$ cat src/rtl/reset_release_sequencer.sv
// Orders deassertion of per-domain reset enables: hold all domains, then release
// them one at a time, lowest index first, waiting for each acknowledge plus a settling gap.
module reset_release_sequencer #(
   parameter int N_DOMAINS      = 4,
   parameter int SYNC_STAGES    = 2,
   parameter int HOLD_CYCLES    = 4,
   parameter int GAP_CYCLES     = 8,
   parameter int TIMEOUT_CYCLES = 64
) (
   input  logic                 clock,
   input  logic                 reset_n,
   input  logic                 req_rereset,
   input  logic [N_DOMAINS-1:0] dom_ack,
   output logic [N_DOMAINS-1:0] dom_reset_n,
   output logic                 busy,
   output logic                 seq_done,
   output logic                 timeout_err
);

   localparam int MAX_HG = (HOLD_CYCLES > GAP_CYCLES) ? HOLD_CYCLES : GAP_CYCLES;
   localparam int MAX_T  = (MAX_HG > TIMEOUT_CYCLES) ? MAX_HG : TIMEOUT_CYCLES;
   localparam int CNT_W  = $clog2(MAX_T + 1);
   localparam int IDX_W  = (N_DOMAINS > 1) ? $clog2(N_DOMAINS) : 1;

   localparam logic [CNT_W-1:0] HOLD_LAST    = CNT_W'(HOLD_CYCLES - 1);
   localparam logic [CNT_W-1:0] GAP_LAST     = CNT_W'(GAP_CYCLES - 1);
   localparam logic [CNT_W-1:0] TIMEOUT_LAST = CNT_W'(TIMEOUT_CYCLES - 1);
   localparam logic [IDX_W-1:0] IDX_LAST     = IDX_W'(N_DOMAINS - 1);

   typedef enum logic [2:0] {
      S_HOLD,
      S_RELEASE,
      S_WAIT_ACK,
      S_GAP,
      S_DONE
   } state_t;

   state_t               state;
   logic [CNT_W-1:0]     cnt;
   logic [IDX_W-1:0]     idx;
   logic [N_DOMAINS-1:0] sync_q [SYNC_STAGES];
   logic [N_DOMAINS-1:0] ack_s;

   // NOTE: synchronizer flops are individually reset so a stale acknowledge
   // cannot survive a reset and shortcut the first WAIT_ACK.
   always_ff @(posedge clock or negedge reset_n) begin
      if (!reset_n) begin
         for (int i = 0; i < SYNC_STAGES; i++) sync_q[i] <= '0;
      end else begin
         sync_q[0] <= dom_ack;
         for (int i = 1; i < SYNC_STAGES; i++) sync_q[i] <= sync_q[i-1];
      end
   end

   assign ack_s = sync_q[SYNC_STAGES-1];

   // NOTE: all state and outputs use non-blocking assignments so every branch
   // below reads the pre-edge values, independent of statement order.
   always_ff @(posedge clock or negedge reset_n) begin
      if (!reset_n) begin
         state       <= S_HOLD;
         cnt         <= '0;
         idx         <= '0;
         dom_reset_n <= '0;
         busy        <= 1'b1;
         seq_done    <= 1'b0;
         timeout_err <= 1'b0;
      end else begin
         case (state)
            S_HOLD: begin
               if (cnt == HOLD_LAST) begin
                  state <= S_RELEASE;
                  cnt   <= '0;
                  idx   <= '0;
               end else begin
                  cnt <= cnt + 1'b1;
               end
            end

            S_RELEASE: begin
               dom_reset_n[idx] <= 1'b1;
               state            <= S_WAIT_ACK;
               cnt              <= '0;
            end

            // An acknowledge on the final timeout cycle wins over the timeout.
            S_WAIT_ACK: begin
               if (ack_s[idx] || (cnt == TIMEOUT_LAST)) begin
                  if (!ack_s[idx]) timeout_err <= 1'b1;
                  cnt <= '0;
                  if (idx == IDX_LAST) begin
                     state    <= S_DONE;
                     busy     <= 1'b0;
                     seq_done <= 1'b1;
                  end else begin
                     state <= S_GAP;
                  end
               end else begin
                  cnt <= cnt + 1'b1;
               end
            end

            S_GAP: begin
               if (cnt == GAP_LAST) begin
                  idx   <= idx + 1'b1;
                  state <= S_RELEASE;
                  cnt   <= '0;
               end else begin
                  cnt <= cnt + 1'b1;
               end
            end

            S_DONE: begin
               if (req_rereset) begin
                  state       <= S_HOLD;
                  cnt         <= '0;
                  idx         <= '0;
                  dom_reset_n <= '0;
                  busy        <= 1'b1;
                  seq_done    <= 1'b0;
                  timeout_err <= 1'b0;
               end
            end

            default: begin
               state       <= S_HOLD;
               cnt         <= '0;
               idx         <= '0;
               dom_reset_n <= '0;
               busy        <= 1'b1;
               seq_done    <= 1'b0;
               timeout_err <= 1'b0;
            end
         endcase
      end
   end

endmodule

$ cat config.mk
export PLATFORM = sky130hd
export DESIGN_NAME = reset_release_sequencer
export DESIGN_NICKNAME = d
export VERILOG_FILES = /design/src/rtl/reset_release_sequencer.sv
export SDC_FILE = /design/constraint.sdc
export NUM_CORES = 1
export LEC_CHECK = 0
export BUFFER_PORTS_ARGS = -buffer_cell sky130_fd_sc_hd__clkbuf_2
export CORE_MARGIN = 1
export CORE_UTILIZATION = 57
export DETAILED_ROUTE_END_ITERATION = 10
export PLACE_DENSITY = 0.74
export SETUP_SLACK_MARGIN = 0.4
export SLEW_MARGIN = 30
export SYNTH_ARGS = -nofsm -noshare
export SYNTH_HDL_FRONTEND = slang
export SYNTH_SLANG_ARGS = --single-unit
$ cat constraint.sdc
create_clock -name clock -period 2.6 [get_ports clock]
set_clock_uncertainty 0.2 [all_clocks]
set_input_delay 0.13 -clock clock [delete_from_list [all_inputs] [get_ports clock]]
set_output_delay 0.13 -clock clock [all_outputs]
set_load 0.05 [all_outputs]
# --- After elaboration in Yosys (flattened, before gate mapping) ---
# Cells that the tools add are included.
word_totals:
  reg_bits: 27
  latch_bits: 0
  mem_bits_rw: 0
  romBits: 0
  in_bits: 7
  output_inout_bits: 7
  elab_cells: 74
  memories: 0
classes:
  addsub: 2
  mul: 0
  div: 0
  n_lt_le_gt_ge: 2
  n_eq_ne: 14
  shifts: 0
  muxes: 32
  n_bitwise: 4
  reduce_logical: 11
ops:
  columns: ["operator", "count"]
  rows:
  - ["7-bit 2-to-1 mux", 4]
  - ["7-bit case mux with 4 select lines", 1]
  - ["4-bit AND reduction", 4]
  - ["3-bit 2-to-1 mux", 5]
  - ["3-bit case mux with 5 select lines", 1]
  - ["2-bit != test (second input constant)", 6]
  - ["4-bit case mux with 3 select lines", 1]
  - ["1-bit 2-to-1 mux", 10]
  - ["1-bit case mux with 3 select lines", 3]
  - ["2-bit case mux with 4 select lines", 1]
  - ["7-bit by 1-bit adder with 7-bit output (second input constant)", 1]
  - ["7-bit by 2-bit equality test with 1-bit output (second input constant)", 1]
  - ["7-bit by 3-bit equality test with 1-bit output (second input constant)", 1]
  - ["7-bit by 6-bit equality test with 1-bit output (second input constant)", 1]
  - ["3-bit by 2-bit equality test with 1-bit output (second input constant)", 2]
  - ["2-bit 2-to-1 mux", 3]
  - ["3-bit OR reduction", 2]
  - ["4-bit 2-to-1 mux", 1]
  - ["4-bit OR", 1]
  - ["3-bit by 1-bit equality test with 1-bit output (second input constant)", 1]
  - ["3-bit equality test (second input constant)", 1]
  - ["3-bit logical NOT", 1]
  - ["2-bit by 3-bit < comparator with 1-bit output (second input constant)", 1]
  - ["1-bit NOT", 3]
  - ["other kinds (9)", 9]

# --- Longest topological paths before layout ---
# Gate-level depths: netlist of run 1.
depth:
  word_depth: 6
  mapped_depth: 6
  mapped_depth_nobuf: 5

# --- Worst setup path after synthesis of run 1 ---
# No wires, ideal clock.
synth_timing:
  path_type: "register -> register"
  start: "register cnt[0]"
  end: "register state[1]"
  setup_time_ps: 94
  t_arrival_ps: 1709
  t_required_ps: 2306
  setup_slack_ps: 597
  stages_incl_launch_ff: 7
  path_buffers: 1
  synth_period_minus_slack_ps: 2003
  cell_sequence: "dfrtp_1 ha_1 clkbuf_1 and3_1 a2111oi_4 nor2_2 a221oi_2"
synth_between:
  elab_chain_len: 4
  word_cells_on_any_way: 8
  cone_classes: "eq/ne: 6; reduce/logical: 2"
synth_lines:
  columns: ["element", "line", "rtl"]
  rows:
  - ["start, declared", "39", "logic [CNT_W-1:0] cnt;"]
  - ["start signal, assigned", "76", "cnt <= cnt + 1'b1;"]
  - ["start signal, assigned", "99", "cnt <= cnt + 1'b1;"]
  - ["start signal, assigned", "109", "cnt <= cnt + 1'b1;"]
  - ["7-bit by 6-bit equality test with 1-bit output", "88", "if (ack_s[idx] || (cnt == TIMEOUT_LAST)) begin"]
  - ["1-bit logical OR", "88", null]
  - ["2-bit != test (no source line)", null, null]
  - ["4-bit AND reduction (no source line) (*)", null, null]
  - ["end signal, assigned", "82", "state <= S_WAIT_ACK;"]
  - ["end signal, assigned", "92", "state <= S_DONE;"]
  - ["end signal, assigned", "96", "state <= S_GAP;"]
  - ["end, declared", "38", "state_t state;"]
# Mark *: on every way between the ends. The rest lies on a longest branch, timed or not.
# A chain may end at the register's enable or synchronous reset.

# --- Final worst setup path of run 1 ---
layout_timing:
  start: "register idx[0]"
  end: "register state[1]"
layout_between:
  elab_chain_len: 5
  word_cells_on_any_way: 9
  cone_classes: "eq/ne: 2; mux: 5; reduce/logical: 2"
layout_lines:
  columns: ["element", "line", "rtl"]
  rows:
  - ["start, declared", "40", "logic [IDX_W-1:0] idx;"]
  - ["start signal, assigned", "105", "idx <= idx + 1'b1;"]
  - ["1-bit binary-select mux with 2-bit select", "88", null]
  - ["1-bit 2-to-1 mux (implied by the code)", "88", null]
  - ["1-bit logical OR", "88", null]
  - ["2-bit != test (no source line)", null, null]
  - ["4-bit AND reduction (no source line)", null, null]
# Parallel ways exist; a longest one is shown, timed or not. The select of a mux whose other input is x is not followed.

==> results_tabular.tex, run 1 <==
\begin{tabular}{lr}
\hline
Metric & Value \\
\hline
\multicolumn{2}{l}{\textbf{Job}} \\
Number of max-cap violations & 0 \\
\multicolumn{2}{l}{\textbf{Clock tree}} \\
Post-CTS clock slew at the launch and capture registers of the worst setup and hold paths & 150 ps \\
Cts bufs inserted & 3 \\
CTS tree & yes \\
Root buffer cell & sky130\_fd\_sc\_hd\_\_clkbuf\_4 \\
Number of sinks on the clock net & 27 \\
CTS Buffer Depth & 2 \\
Insertion delay to the later sink of the worst-skew pair & 330 ps \\
H-tree depth & 1 \\
\multicolumn{2}{l}{\textbf{Global route}} \\
Total routing resource utilization after global routing & 23.3\% \\
Maximum number of pins on one net before global-route repair & 28 \\
Number of antenna violations at the first check in global routing & 0 \\
First-pass GRT wire length & 4330 um \\
Residual overflow from global routing & 0 \\
Vias in the first global route & 960 \\
\multicolumn{2}{l}{\textbf{Setup path}} \\
Worst-case register-to-register setup slack & 530 ps \\
Type of element launching the critical path & register \\
Number of buffer and inverter instances along the worst setup path & 1 \\
Critical path class & reg -> reg \\
Critical Path Fanout Max & 7 \\
FF-to-FF Start & idx[0] \\
Worst setup path startpoint & idx[0] \\
Worst Setup End Kind & register \\
Largest stage delay, worst path & 580 ps \\
Critical path arrival & 2130 ps \\
Family with the most delay on the worst path & multiplexers \\
Worst path slowest cell & sky130\_fd\_sc\_hd\_\_mux4\_2 \\
Data required time at the worst endpoint & 2660 ps \\
Critical Path, Cell by Cell & mux4\_2, a2111oi\_4, buf\_4, nor2\_2, a221oi\_2 \\
\multicolumn{2}{l}{\textbf{Power and ir drop}} \\
Share of total power in the clock network & 12.9\% \\
Static Leak & 0.672 nW \\
Power consumption & 1.46 mW \\
Share of total power consumed by net switching & 43.8\% \\
Int Power & 0.820 mW \\
Power share of the sequential group & 44.1\% \\
Switching power total & 0.640 mW \\
VDD IR max & 577 uV \\
Gate power share & 43.0\% \\
Total power density per cell area & 940 nW/um\^{}2 \\
\multicolumn{2}{l}{\textbf{Final layout}} \\
Fill cell count & 175 \\
Footprint of the multi-input gates & 631 sq um \\
Number of antenna repair diodes & 0 \\
Fraction of final layout cells with drive strength greater than 1 & 20.1\% \\
Nets@finish & 167 \\
Synth-to-Final Area Change & 14.6\% \\
Area occupied by registers & 677 sq um \\
\multicolumn{2}{l}{\textbf{Synthesis}} \\
Area share of xor/xnor cells in the synthesized design & 1.94\% \\
Yosys warning count & 0 \\
Area contributors post-synth & sky130\_fd\_sc\_hd\_\_dfrtp\_1, sky130\_fd\_sc\_hd\_\_nand2\_1, sky130\_fd\_sc\_hd\_\_ha\_1, sky130\_fd\_sc\_hd\_\_o21ai\_0, sky130\_fd\_sc\_hd\_\_a21oi\_1 \\
Multiplexer fraction of the synthesized cell area & 2.40\% \\
Number of flip-flops and latches in the synthesized netlist & 27 \\
Synthesized-area fraction occupied by and/or/nand/nor cells & 19.4\% \\
Top cell type's share of synthesized area & 48.0\% \\
Gate count after technology mapping & 133 \\
Main combinational cell family by area after synthesis & simple AND/OR/NAND/NOR gates \\
Mapped Avg Cell Area & 10.2 sq um \\
Compound-cell area share of the yosys netlist & 18.0\% \\
Post-Syn Nets & 145 \\
Number of different library cells in the post-synthesis netlist & 40 \\
Sequential share of the synthesized area & 49.9\% \\
Largest area contributor in the synthesized netlist & sky130\_fd\_sc\_hd\_\_dfrtp\_1 \\
Adder and majority gate portion of the synthesized area & 4.61\% \\
Cell Area, Synth & 1360 sq um \\
\multicolumn{2}{l}{\textbf{Drt}} \\
Final routed DRC violation total & 0 \\
DRC violation total after the first TritonRoute iteration & 38 \\
Initial DRT Pass Iterations & 4 \\
Total detailed-routing wirelength & 2610 um \\
Total number of vias & 1098 \\
Per-cell via count in the routed design & 6.03 \\
Antenna Violating Nets Remaining & 0 \\
Average wire per standard cell & 14.3 um \\
\multicolumn{2}{l}{\textbf{Timing}} \\
Count of pins over their slew limit & 0 \\
Slew headroom & 57.0\% \\
Transition at the pin with the smallest max-transition slack & 645 ps \\
Setup TNS Final & 0 ps \\
Total setup violations reported at the end of the flow & 0 \\
Endpoints failing hold & 0 \\
Final Critical Period & 2070 ps \\
Smallest setup slack after layout & 527 ps \\
RSZ-0062 raised after global routing & false \\
Top achievable clock speed & 482 MHz \\
Ratio of final minimum period to clock period & 79.7\% \\
\multicolumn{2}{l}{\textbf{Place}} \\
RePlAce Congestion & 0.895 \\
Number of port buffers & 13 \\
Placement Setup Slack & 497 ps \\
Detail Placement HPWL & 1790 um \\
\multicolumn{2}{l}{\textbf{Die}} \\
DIE WIDTH & 50.8 um \\
Area of the placeable core & 2230 sq um \\
Chip Height & 50.8 um \\
Number of ports placed on the die boundary & 14 \\
Die area & 2580 sq um \\
Initial core utilization & 60.7\% \\
Floorplan row count & 17 \\
\multicolumn{2}{l}{\textbf{Min path}} \\
Type of the most critical hold path & in -> async \\
\multicolumn{2}{l}{\textbf{Run status}} \\
Result of the run & complete, no violations \\
\hline
\end{tabular}
==> final timing paths <==
kind | to | depth (start not counted)
worst max-delay path | state[1] | 5
worst min-delay path | cnt[4] | 2
worst max register to register | state[1] | 5
worst min register to register | ack_s[3] | 0
max in group asynchronous | state[0] | 2
min in group clock | ack_s[3] | 0
==> power groups by stage <==
stage,logic [mW],registers [mW],clock network [mW]
after global routing,0.691,0.659,0.206
after floorplan,0.410,0.699,0
after CTS,0.621,0.641,0.193
final,0.628,0.645,0.188
after global placement,0.596,0.642,0
after detailed placement,0.610,0.650,0
==> synthesized netlist by cell type <==
| cell type | instances |
|---|---|
| sky130_fd_sc_hd__nor4_2 | 1 |
| sky130_fd_sc_hd__a21oi_1 | 8 |
| sky130_fd_sc_hd__a221oi_2 | 1 |
| sky130_fd_sc_hd__a2111oi_4 | 1 |
| sky130_fd_sc_hd__nor4_4 | 1 |
| sky130_fd_sc_hd__and3b_2 | 1 |
| sky130_fd_sc_hd__nor2_2 | 1 |
| sky130_fd_sc_hd__o21a_1 | 2 |
| sky130_fd_sc_hd__nor3_1 | 8 |
| sky130_fd_sc_hd__or2_2 | 1 |
| sky130_fd_sc_hd__ha_1 | 5 |
| sky130_fd_sc_hd__nand2b_1 | 1 |
| sky130_fd_sc_hd__nand4_1 | 1 |
| sky130_fd_sc_hd__o21ai_0 | 10 |
| sky130_fd_sc_hd__xnor2_1 | 1 |
| sky130_fd_sc_hd__dfrtp_1 | 26 |
| sky130_fd_sc_hd__a2bb2oi_1 | 1 |
| sky130_fd_sc_hd__clkbuf_2 | 1 |
| sky130_fd_sc_hd__nor2_1 | 4 |
| sky130_fd_sc_hd__mux4_2 | 1 |
| sky130_fd_sc_hd__nand3_1 | 3 |
| sky130_fd_sc_hd__dfstp_2 | 1 |
| sky130_fd_sc_hd__nor2b_1 | 3 |
| sky130_fd_sc_hd__a31oi_1 | 2 |
| sky130_fd_sc_hd__or4_1 | 1 |
| sky130_fd_sc_hd__and3_1 | 2 |
| sky130_fd_sc_hd__o22ai_1 | 3 |
| sky130_fd_sc_hd__nand2_1 | 17 |
| sky130_fd_sc_hd__nor4_1 | 1 |
| sky130_fd_sc_hd__inv_1 | 7 |
| sky130_fd_sc_hd__a311oi_1 | 1 |
| sky130_fd_sc_hd__clkbuf_1 | 4 |
| sky130_fd_sc_hd__a22o_1 | 2 |
| sky130_fd_sc_hd__o211ai_1 | 2 |
| sky130_fd_sc_hd__a211oi_1 | 1 |
| sky130_fd_sc_hd__buf_2 | 1 |
| sky130_fd_sc_hd__o21bai_1 | 1 |
| sky130_fd_sc_hd__xor2_1 | 2 |
| sky130_fd_sc_hd__nand3b_1 | 2 |
| sky130_fd_sc_hd__mux2i_1 | 1 |
==> layer usage <==
metal	up-vias	track usage (%)	wire length, um
li1	520	-	-
met2	40	39.6	1280
met1	531	29.4	1170
met4	0	9.72	46
met5	-	0	0
met3	7	3.64	124
==> cells by family after synthesis <==
family	Yosys count
AOI/OAI and AO/OA	35
xor gates and xnor gates	3
adders and majority gates	5
buffers and inverters	13
DFF	27
muxes	2
and+or+nand+nor	48
==> placed cells by master, fill, tap and decap left out, types with 6 or more instances in the layout <==
cell type                       count
sky130_fd_sc_hd__a21oi_1            8
sky130_fd_sc_hd__clkbuf_2          13
sky130_fd_sc_hd__dfrtp_1           26
sky130_fd_sc_hd__dlygate4sd3_1      6
sky130_fd_sc_hd__inv_1              7
sky130_fd_sc_hd__nand2_1           17
sky130_fd_sc_hd__nor3_1             8
sky130_fd_sc_hd__o21ai_0           10
==> through the flow <==
step | cell area, sq um | hold slack [ps] | instances | utilization, %
after CTS | 1540 | 156 | 181 | 69.1
final | 1550 | 128 | 182 | 69.6
after detailed placement | 1450 | -7.73 | 171 | 65.1
after global routing | 1550 | 176 | 182 | 69.6
after global placement | 1450 | -21.1 | 171 | 65.1
after floorplan | 1360 | -366 | 133 | -
==> registers in the layout (all words and copies together), names as in the netlist <==
signal	cells
ack_s	4
busy	1
cnt	7
dom_reset_n	4
idx	2
seq_done	1
state	3
sync_q	4
timeout_err	1
==> repair_timing <==
| action | CTS | global route |
|---|---|---|
| gates resized for setup | 0 | 1 |
| hold endpoints to repair | 36 | 0 |
| setup endpoints to repair | 0 | 2 |
| setup buffers | 0 | 1 |
| hold buffers | 6 | 0 |
==> final cells by class <==
class                      instances  share of cell area [%]
clock buffer                       3                    1.45
clock inverter                     1                   0.483
inverter                           7                    1.69
multi-input combinational         93                    40.6
sequential                        27                    43.6
tap                               28                    2.25
timing repair buffer              23                    9.98
==> worst register-to-register path, stage by stage (launching register included) <==
cell and delay, ps:
sky130_fd_sc_hd__dfrtp_1 440, sky130_fd_sc_hd__mux4_2 580, sky130_fd_sc_hd__a2111oi_4 290, sky130_fd_sc_hd__buf_4 200, sky130_fd_sc_hd__nor2_2 70, sky130_fd_sc_hd__a221oi_2 230
(Power assumes the default switching activity.)
==> run 2, diff against run 1 <==
clock period = 2.1 ns   (was 2.6 ns; I/O delays follow)
==> run 2 against run 1 <==
  * Total power is 47% higher
  * Via count increased by 9.8%
  * Die area unchanged
  * Sequential power increased by 22%
  * Worst hold slack got worse by 35 ps
  * Maximum frequency up 8.5%
  * Routed wire length up 20%
  * Utilization is 9.4 points higher
  * Clock power is 30% higher
  * Global-route usage is 2.3 points higher
  * Combinational power rose by 78%
  * First-iteration DRC count rose by 18%
  * Critical endpoint unchanged
  * Highest routed layer unchanged
==> results_tabular.tex, run 2 (synthesized netlist as in run 1, its figures left out) <==
\begin{tabular}{lr}
\hline
Metric & Value \\
\hline
\multicolumn{2}{l}{\textbf{Global route}} \\
Routing usage on met3 & 3.94\% (+0.30 points) \\
Maximum number of pins on one net before global-route repair & 28 (unchanged) \\
Vias in the first global route & 1105 (+15\%) \\
Number of antenna violations at the first check in global routing & 0 (unchanged) \\
Highest-utilization routing layer at the global route stage & met2 \\
Total routing resource utilization after global routing & 25.6\% (+2.3 points) \\
First-pass GRT wire length & 4860 um (+12\%) \\
M2 GR Usage & 44.4\% (+4.9 points) \\
Residual overflow from global routing & 0 (unchanged) \\
Met1 Track Usage GR & 31.8\% (+2.4 points) \\
\multicolumn{2}{l}{\textbf{Power and ir drop}} \\
Static Leak & 0.767 nW (+14\%) \\
Total power density per cell area & 1220 nW/um\^{}2 (+30\%) \\
VDD IR max & 871 uV (+51\%) \\
\multicolumn{2}{l}{\textbf{Drt}} \\
Total detailed-routing wirelength & 3140 um (+20\%) \\
Antenna Violating Nets Remaining & 0 (unchanged) \\
Total number of vias & 1206 (+9.8\%) \\
Initial DRT Pass Iterations & 4 (unchanged) \\
DRC violation total after the first TritonRoute iteration & 45 (+18\%) \\
Final routed DRC violation total & 0 (unchanged) \\
Per-cell via count in the routed design & 6.12 (+1.5\%) \\
Average wire per standard cell & 15.9 um (+11\%) \\
\multicolumn{2}{l}{\textbf{Setup path}} \\
Data required time at the worst endpoint & 2150 ps (-510 ps) \\
Largest stage delay, worst path & 550 ps (-30 ps) \\
Critical Path, Cell by Cell & mux4\_2, a2111oi\_4, buf\_6, nor2\_4, a221oi\_2 \\
Type of element launching the critical path & register \\
Critical path class & reg -> reg \\
FF-to-FF Start & idx[0] \\
Worst path slowest cell & sky130\_fd\_sc\_hd\_\_mux4\_2 \\
Critical Path Fanout Max & 6 (-1) \\
Worst Setup End Kind & register \\
Worst setup path startpoint & idx[0] \\
Number of buffer and inverter instances along the worst setup path & 1 (unchanged) \\
Family with the most delay on the worst path & multiplexers \\
Critical path arrival & 1960 ps (-170 ps) \\
\multicolumn{2}{l}{\textbf{Final layout}} \\
Most common cell after layout, fill and taps aside & sky130\_fd\_sc\_hd\_\_dfrtp\_1 \\
Nets@finish & 182 (+9.0\%) \\
Fraction of final layout cells with drive strength greater than 1 & 36.1\% (+16 points) \\
Number of antenna repair diodes & 0 (unchanged) \\
Flip-flop count of the largest register after layout & 7 (unchanged) \\
Commonest cells after routing, fill and taps aside & sky130\_fd\_sc\_hd\_\_dfrtp\_1, sky130\_fd\_sc\_hd\_\_buf\_4, sky130\_fd\_sc\_hd\_\_nand2\_1 \\
Most flops, register & cnt \\
Synth-to-Final Area Change & 30.1\% \\
\multicolumn{2}{l}{\textbf{Timing}} \\
RSZ-0062 raised after global routing & true \\
Worst hold-check slack & 92.5 ps (-35.3 ps) \\
Slew headroom & 57.3\% (+0.35 points) \\
Top achievable clock speed & 523 MHz (+8.5\%) \\
Ratio of final minimum period to clock period & 91.0\% (+11 points) \\
Total setup violations reported at the end of the flow & 0 (unchanged) \\
Setup TNS Final & 0 ps (unchanged) \\
Count of pins over their slew limit & 0 (unchanged) \\
Transition at the pin with the smallest max-transition slack & 640 ps (-5.24 ps) \\
Endpoints failing hold & 0 (unchanged) \\
Final Critical Period & 1910 ps (-162 ps) \\
\multicolumn{2}{l}{\textbf{Clock tree}} \\
H-tree depth & 1 (unchanged) \\
Cts bufs inserted & 3 (unchanged) \\
CTS Buffer Depth & 2 (unchanged) \\
Post-CTS clock slew at the launch and capture registers of the worst setup and hold paths & 160 ps (about the same) \\
Insertion delay to the later sink of the worst-skew pair & 340 ps (about the same) \\
Number of sinks on the clock net & 27 (unchanged) \\
CTS tree & yes \\
Root buffer cell & sky130\_fd\_sc\_hd\_\_clkbuf\_4 \\
\multicolumn{2}{l}{\textbf{Min path}} \\
Type of the most critical hold path & in -> async \\
\multicolumn{2}{l}{\textbf{Die}} \\
Die area & 2580 sq um (unchanged) \\
Chip Height & 50.8 um (unchanged) \\
DIE WIDTH & 50.8 um (unchanged) \\
Initial core utilization & 60.7\% (unchanged) \\
Area of the placeable core & 2230 sq um (unchanged) \\
Floorplan row count & 17 (unchanged) \\
Number of ports placed on the die boundary & 14 (unchanged) \\
\multicolumn{2}{l}{\textbf{Place}} \\
Number of port buffers & 13 (unchanged) \\
Detail Placement HPWL & 1920 um (+7.6\%) \\
RePlAce Congestion & 0.855 (-4.5\%) \\
\multicolumn{2}{l}{\textbf{Run status}} \\
Result of the run & complete, no violations \\
\multicolumn{2}{l}{\textbf{Job}} \\
Number of max-cap violations & 0 (unchanged) \\
\hline
\end{tabular}
run 2: cell count changes in the layout (fill, tap and decap cells not counted), sizes merged:
cell      before  now
buf            4   19
clkinvlp       1    0
inv            7    8
run 2: through the flow:
step	utilization [%]	instance area, sq um	cells	worst slack [ps]	total power, mW
after detailed placement	68.2	1520	178	148	1.64
after global placement	68.2	1520	178	178	1.61
after floorplan	-	1380	133	130	1.40
after CTS	75.9	1700	193	192	2.02
after global routing	79.0	1760	197	72.1	2.27
final	79.0	1760	197	189	2.15
run 2: final timing paths:
path	to	cells after the start	slack, ps
max	state[1]	5	190
min	cnt[3]	2	90
max reg2reg	state[1]	5	190
min reg2reg	ack_s[3]	0	170
max in group asynchronous	state[1]	2	1160
min in group clock	ack_s[3]	0	170
run 2: per-layer routing:
metal  up-vias  share of wire, %
li1        550                 -
met3        14               5.5
met1       585                42
met4         0               3.3
met2        57                49
met5         -                 0
run 2: worst register-to-register path, stage by stage (launching register included):
cell	delay, ps
sky130_fd_sc_hd__dfrtp_1	400
sky130_fd_sc_hd__mux4_2	550
sky130_fd_sc_hd__a2111oi_4	220
sky130_fd_sc_hd__buf_6	180
sky130_fd_sc_hd__nor2_4	40
sky130_fd_sc_hd__a221oi_2	230
run 2: timing repair:
action | 4_1_cts | 5_1_grt
setup buffers | 5 | 4
pin swaps | 5 | 5
endpoints found under the setup margin | 14 | 15
resized for setup | 12 | 9
endpoints found under the hold margin | 39 | 0
hold buffers | 6 | 0
run 2: layout make-up:
class	count	area, sq um
Clock buffer	3	22.5
Clock inverter	1	8.76
Fill cell	150	469
Inverter	7	26.3
Multi-Input combinational cell	93	717
Sequential cell	27	683
Tap cell	28	35.0
Timing Repair Buffer	38	272
run 2: power by group:
group	leakage, nW	total [mW]	internal (mW)	switching, mW
sequential	0.312	0.788	0.653	0.135
combinational	0.436	1.12	0.470	0.645
clock	0.0183	0.245	0.0778	0.167
==> run 3, diff against run 2 <==
CAP_MARGIN = 20   (was not set)
CORE_ASPECT_RATIO = 0.5   (was not set)
CORE_UTILIZATION = 30   (was 57)
PLACE_DENSITY = 0.42   (was 0.74)
==> run 3 against run 2 <==
  * Non-clock buffer count is 4 lower
  * Clock power increased by 24%
  * Worst hold slack got worse by 83 ps
  * First-iteration DRC count is 38% higher
  * Via count shrank 11%
  * Sequential cell count did not move
  * Count of clock-buffer cells in the layout is the same
  * Critical endpoint is now cnt[1]
==> results_tabular.tex, run 3 (synthesized netlist as in run 1, its figures left out) <==
\begin{tabular}{lr}
\hline
Metric & Value \\
\hline
\multicolumn{2}{l}{\textbf{Setup path}} \\
Worst path slowest cell & sky130\_fd\_sc\_hd\_\_dfrtp\_1 \\
Largest stage delay, worst path & 480 ps (-70 ps) \\
Critical path class & reg -> reg \\
Worst Setup End Kind & register \\
Critical path arrival & 1880 ps (-80 ps) \\
Type of element launching the critical path & register \\
Critical Path, Cell by Cell & nor4\_4, a311oi\_2, or2\_2, a22o\_1 \\
Critical Path Fanout Max & 5 (-1) \\
Data required time at the worst endpoint & 2080 ps (-70 ps) \\
\multicolumn{2}{l}{\textbf{Place}} \\
Instance area at placement & 1570 sq um (+3.1\%) \\
Number of port buffers & 13 (unchanged) \\
Cell count after placement & 206 (+16\%) \\
Detail Placement HPWL & 2200 um (+15\%) \\
RePlAce Congestion & 0.741 (-13\%) \\
\multicolumn{2}{l}{\textbf{Final layout}} \\
Layout Cells excl Fill & 219 (+11\%) \\
Nets@finish & 178 (-2.2\%) \\
Fraction of final layout cells with drive strength greater than 1 & 29.7\% (-6.4 points) \\
Fill cell count & 405 (+170\%) \\
Most common cell after layout, fill and taps aside & sky130\_fd\_sc\_hd\_\_dfrtp\_1 \\
Post-layout instance area & 1740 sq um (-1.2\%) \\
Flip-flop count of the largest register after layout & 7 (unchanged) \\
Number of antenna repair diodes & 0 (unchanged) \\
Commonest cells after routing, fill and taps aside & sky130\_fd\_sc\_hd\_\_dfrtp\_1, sky130\_fd\_sc\_hd\_\_nand2\_1, sky130\_fd\_sc\_hd\_\_buf\_4 \\
Most flops, register & cnt \\
Synth-to-Final Area Change & 28.5\% \\
\multicolumn{2}{l}{\textbf{Global route}} \\
Total routing resource utilization after global routing & 14.4\% (-11 points) \\
Vias in the first global route & 1052 (-4.8\%) \\
Number of antenna violations at the first check in global routing & 0 (unchanged) \\
First-pass GRT wire length & 5350 um (+10\%) \\
Maximum number of pins on one net before global-route repair & 28 (unchanged) \\
Residual overflow from global routing & 0 (unchanged) \\
\multicolumn{2}{l}{\textbf{Power and ir drop}} \\
Total power density per cell area & 1240 nW/um\^{}2 (+1.9\%) \\
Power share of the sequential group & 36.9\% (+0.2 points) \\
VDD IR max & 453 uV (-48\%) \\
Gate power share & 49.0\% (-2.9 points) \\
Int Power & 1.23 mW (+2.5\%) \\
Static Leak & 0.745 nW (-2.8\%) \\
Share of total power consumed by net switching & 43.0\% (-1.1 points) \\
Share of total power in the clock network & 14.1\% (+2.7 points) \\
Switching power total & 0.931 mW (-1.8\%) \\
\multicolumn{2}{l}{\textbf{Drt}} \\
Final routed DRC violation total & 0 (unchanged) \\
Per-cell via count in the routed design & 4.91 (-20\%) \\
Initial DRT Pass Iterations & 4 (unchanged) \\
Antenna Violating Nets Remaining & 0 (unchanged) \\
Total number of vias & 1075 (-11\%) \\
Average wire per standard cell & 14.4 um (-9.4\%) \\
DRC violation total after the first TritonRoute iteration & 62 (+38\%) \\
Total detailed-routing wirelength & 3160 um (+0.73\%) \\
\multicolumn{2}{l}{\textbf{Die}} \\
Initial core utilization & 33.0\% (-28 points) \\
DIE WIDTH & 97.1 um (+91\%) \\
Die area & 4810 sq um (+87\%) \\
Chip Height & 49.5 um (-2.4\%) \\
Number of ports placed on the die boundary & 14 (unchanged) \\
Floorplan row count & 16 (-1) \\
Area of the placeable core & 4100 sq um (+84\%) \\
\multicolumn{2}{l}{\textbf{Timing}} \\
Top achievable clock speed & 526 MHz (+0.56\%) \\
Count of pins over their slew limit & 0 (unchanged) \\
Total setup violations reported at the end of the flow & 0 (unchanged) \\
Slew headroom & 54.5\% (-2.8 points) \\
Setup TNS Final & 0 ps (unchanged) \\
Transition at the pin with the smallest max-transition slack & 682 ps (+42.2 ps) \\
Endpoints failing hold & 0 (unchanged) \\
Final Critical Period & 1900 ps (-10.6 ps) \\
RSZ-0062 raised after global routing & true \\
Ratio of final minimum period to clock period & 90.5\% (-0.50 points) \\
\multicolumn{2}{l}{\textbf{Clock tree}} \\
Root buffer cell & sky130\_fd\_sc\_hd\_\_clkbuf\_8 \\
Number of sinks on the clock net & 27 (unchanged) \\
CTS Buffer Depth & 2 (unchanged) \\
CTS tree & yes \\
Insertion delay to the later sink of the worst-skew pair & 280 ps (-60 ps) \\
Cts bufs inserted & 3 (unchanged) \\
H-tree depth & 1 (unchanged) \\
Post-CTS clock slew at the launch and capture registers of the worst setup and hold paths & 100 ps (-60 ps) \\
\multicolumn{2}{l}{\textbf{Run status}} \\
Result of the run & complete, no violations \\
\multicolumn{2}{l}{\textbf{Min path}} \\
Type of the most critical hold path & in -> reg \\
\multicolumn{2}{l}{\textbf{Job}} \\
Number of max-cap violations & 0 (unchanged) \\
\hline
\end{tabular}
run 3: metal layers:
metal	routed length, um	vias to the layer above	global-route usage [%]	part of all wire (%)
li1	-	541	-	-
met1	1710	519	21.1	54
met2	1340	10	20.5	42
met3	84	5	4.26	2.7
met4	29	0	3.73	0.92
met5	0	-	0	0
run 3: path summary, 6_finish.rpt:
kind,startpoint,end,slack (ps),cells after the start
hold / removal,req_rereset,dom_reset_n[2],9,4
hold reg to reg,sync_q[6],ack_s[2],150,0
min in group asynchronous,reset_n,cnt[0],180,2
setup / recovery,cnt[6],cnt[1],200,4
setup reg to reg,cnt[6],cnt[1],200,4
max in group asynchronous,reset_n,timeout_err,1070,2
run 3: layout make-up:
class	count	area, sq um	area share (%)
tap	54	67.6	3.88
inverter	7	26.3	1.51
clock inverter	1	5.00	0.287
timing repair buffer	34	243	13.9
multi-input combinational	93	683	39.2
sequential	27	677	38.8
clock buffer	3	41.3	2.37
run 3: through the flow:
| step | setup WS (ps) | power [mW] | util, % | hold slack, ps |
|---|---|---|---|---|
| after detailed placement | 45.8 | 1.68 | 38.3 | -19.3 |
| after global placement | 94.6 | 1.68 | 38.3 | -10.8 |
| after floorplan | 130 | 1.40 | - | -391 |
| after global routing | 108 | 2.33 | 42.5 | 33.6 |
| after CTS | 201 | 2.14 | 42.0 | 28.9 |
| final | 199 | 2.16 | 42.5 | 9.05 |
run 3: critical path: cells and delay by family (launching register included):
family	cells	cell delay [ps]
compound gates	2	360
simple gates	2	750
flops	1	480
run 3: repair_timing:
| item | in CTS | in global routing |
|---|---|---|
| endpoints found under the setup margin | 14 | 19 |
| hold buffers | 5 | 0 |
| hold endpoints to repair | 30 | 0 |
| pin swaps | 4 | 2 |
| resized for setup | 6 | 4 |
| buffers inserted | 4 | 0 |
run 3: power by group through the flow:
stage	combinational (mW)	clock, mW	sequential [mW]
finish	1.06	0.305	0.797
global route	1.16	0.339	0.824
CTS	1.03	0.314	0.797
detailed placement	0.881	0	0.795
global placement	0.886	0	0.798
floorplan	0.532	0	0.866
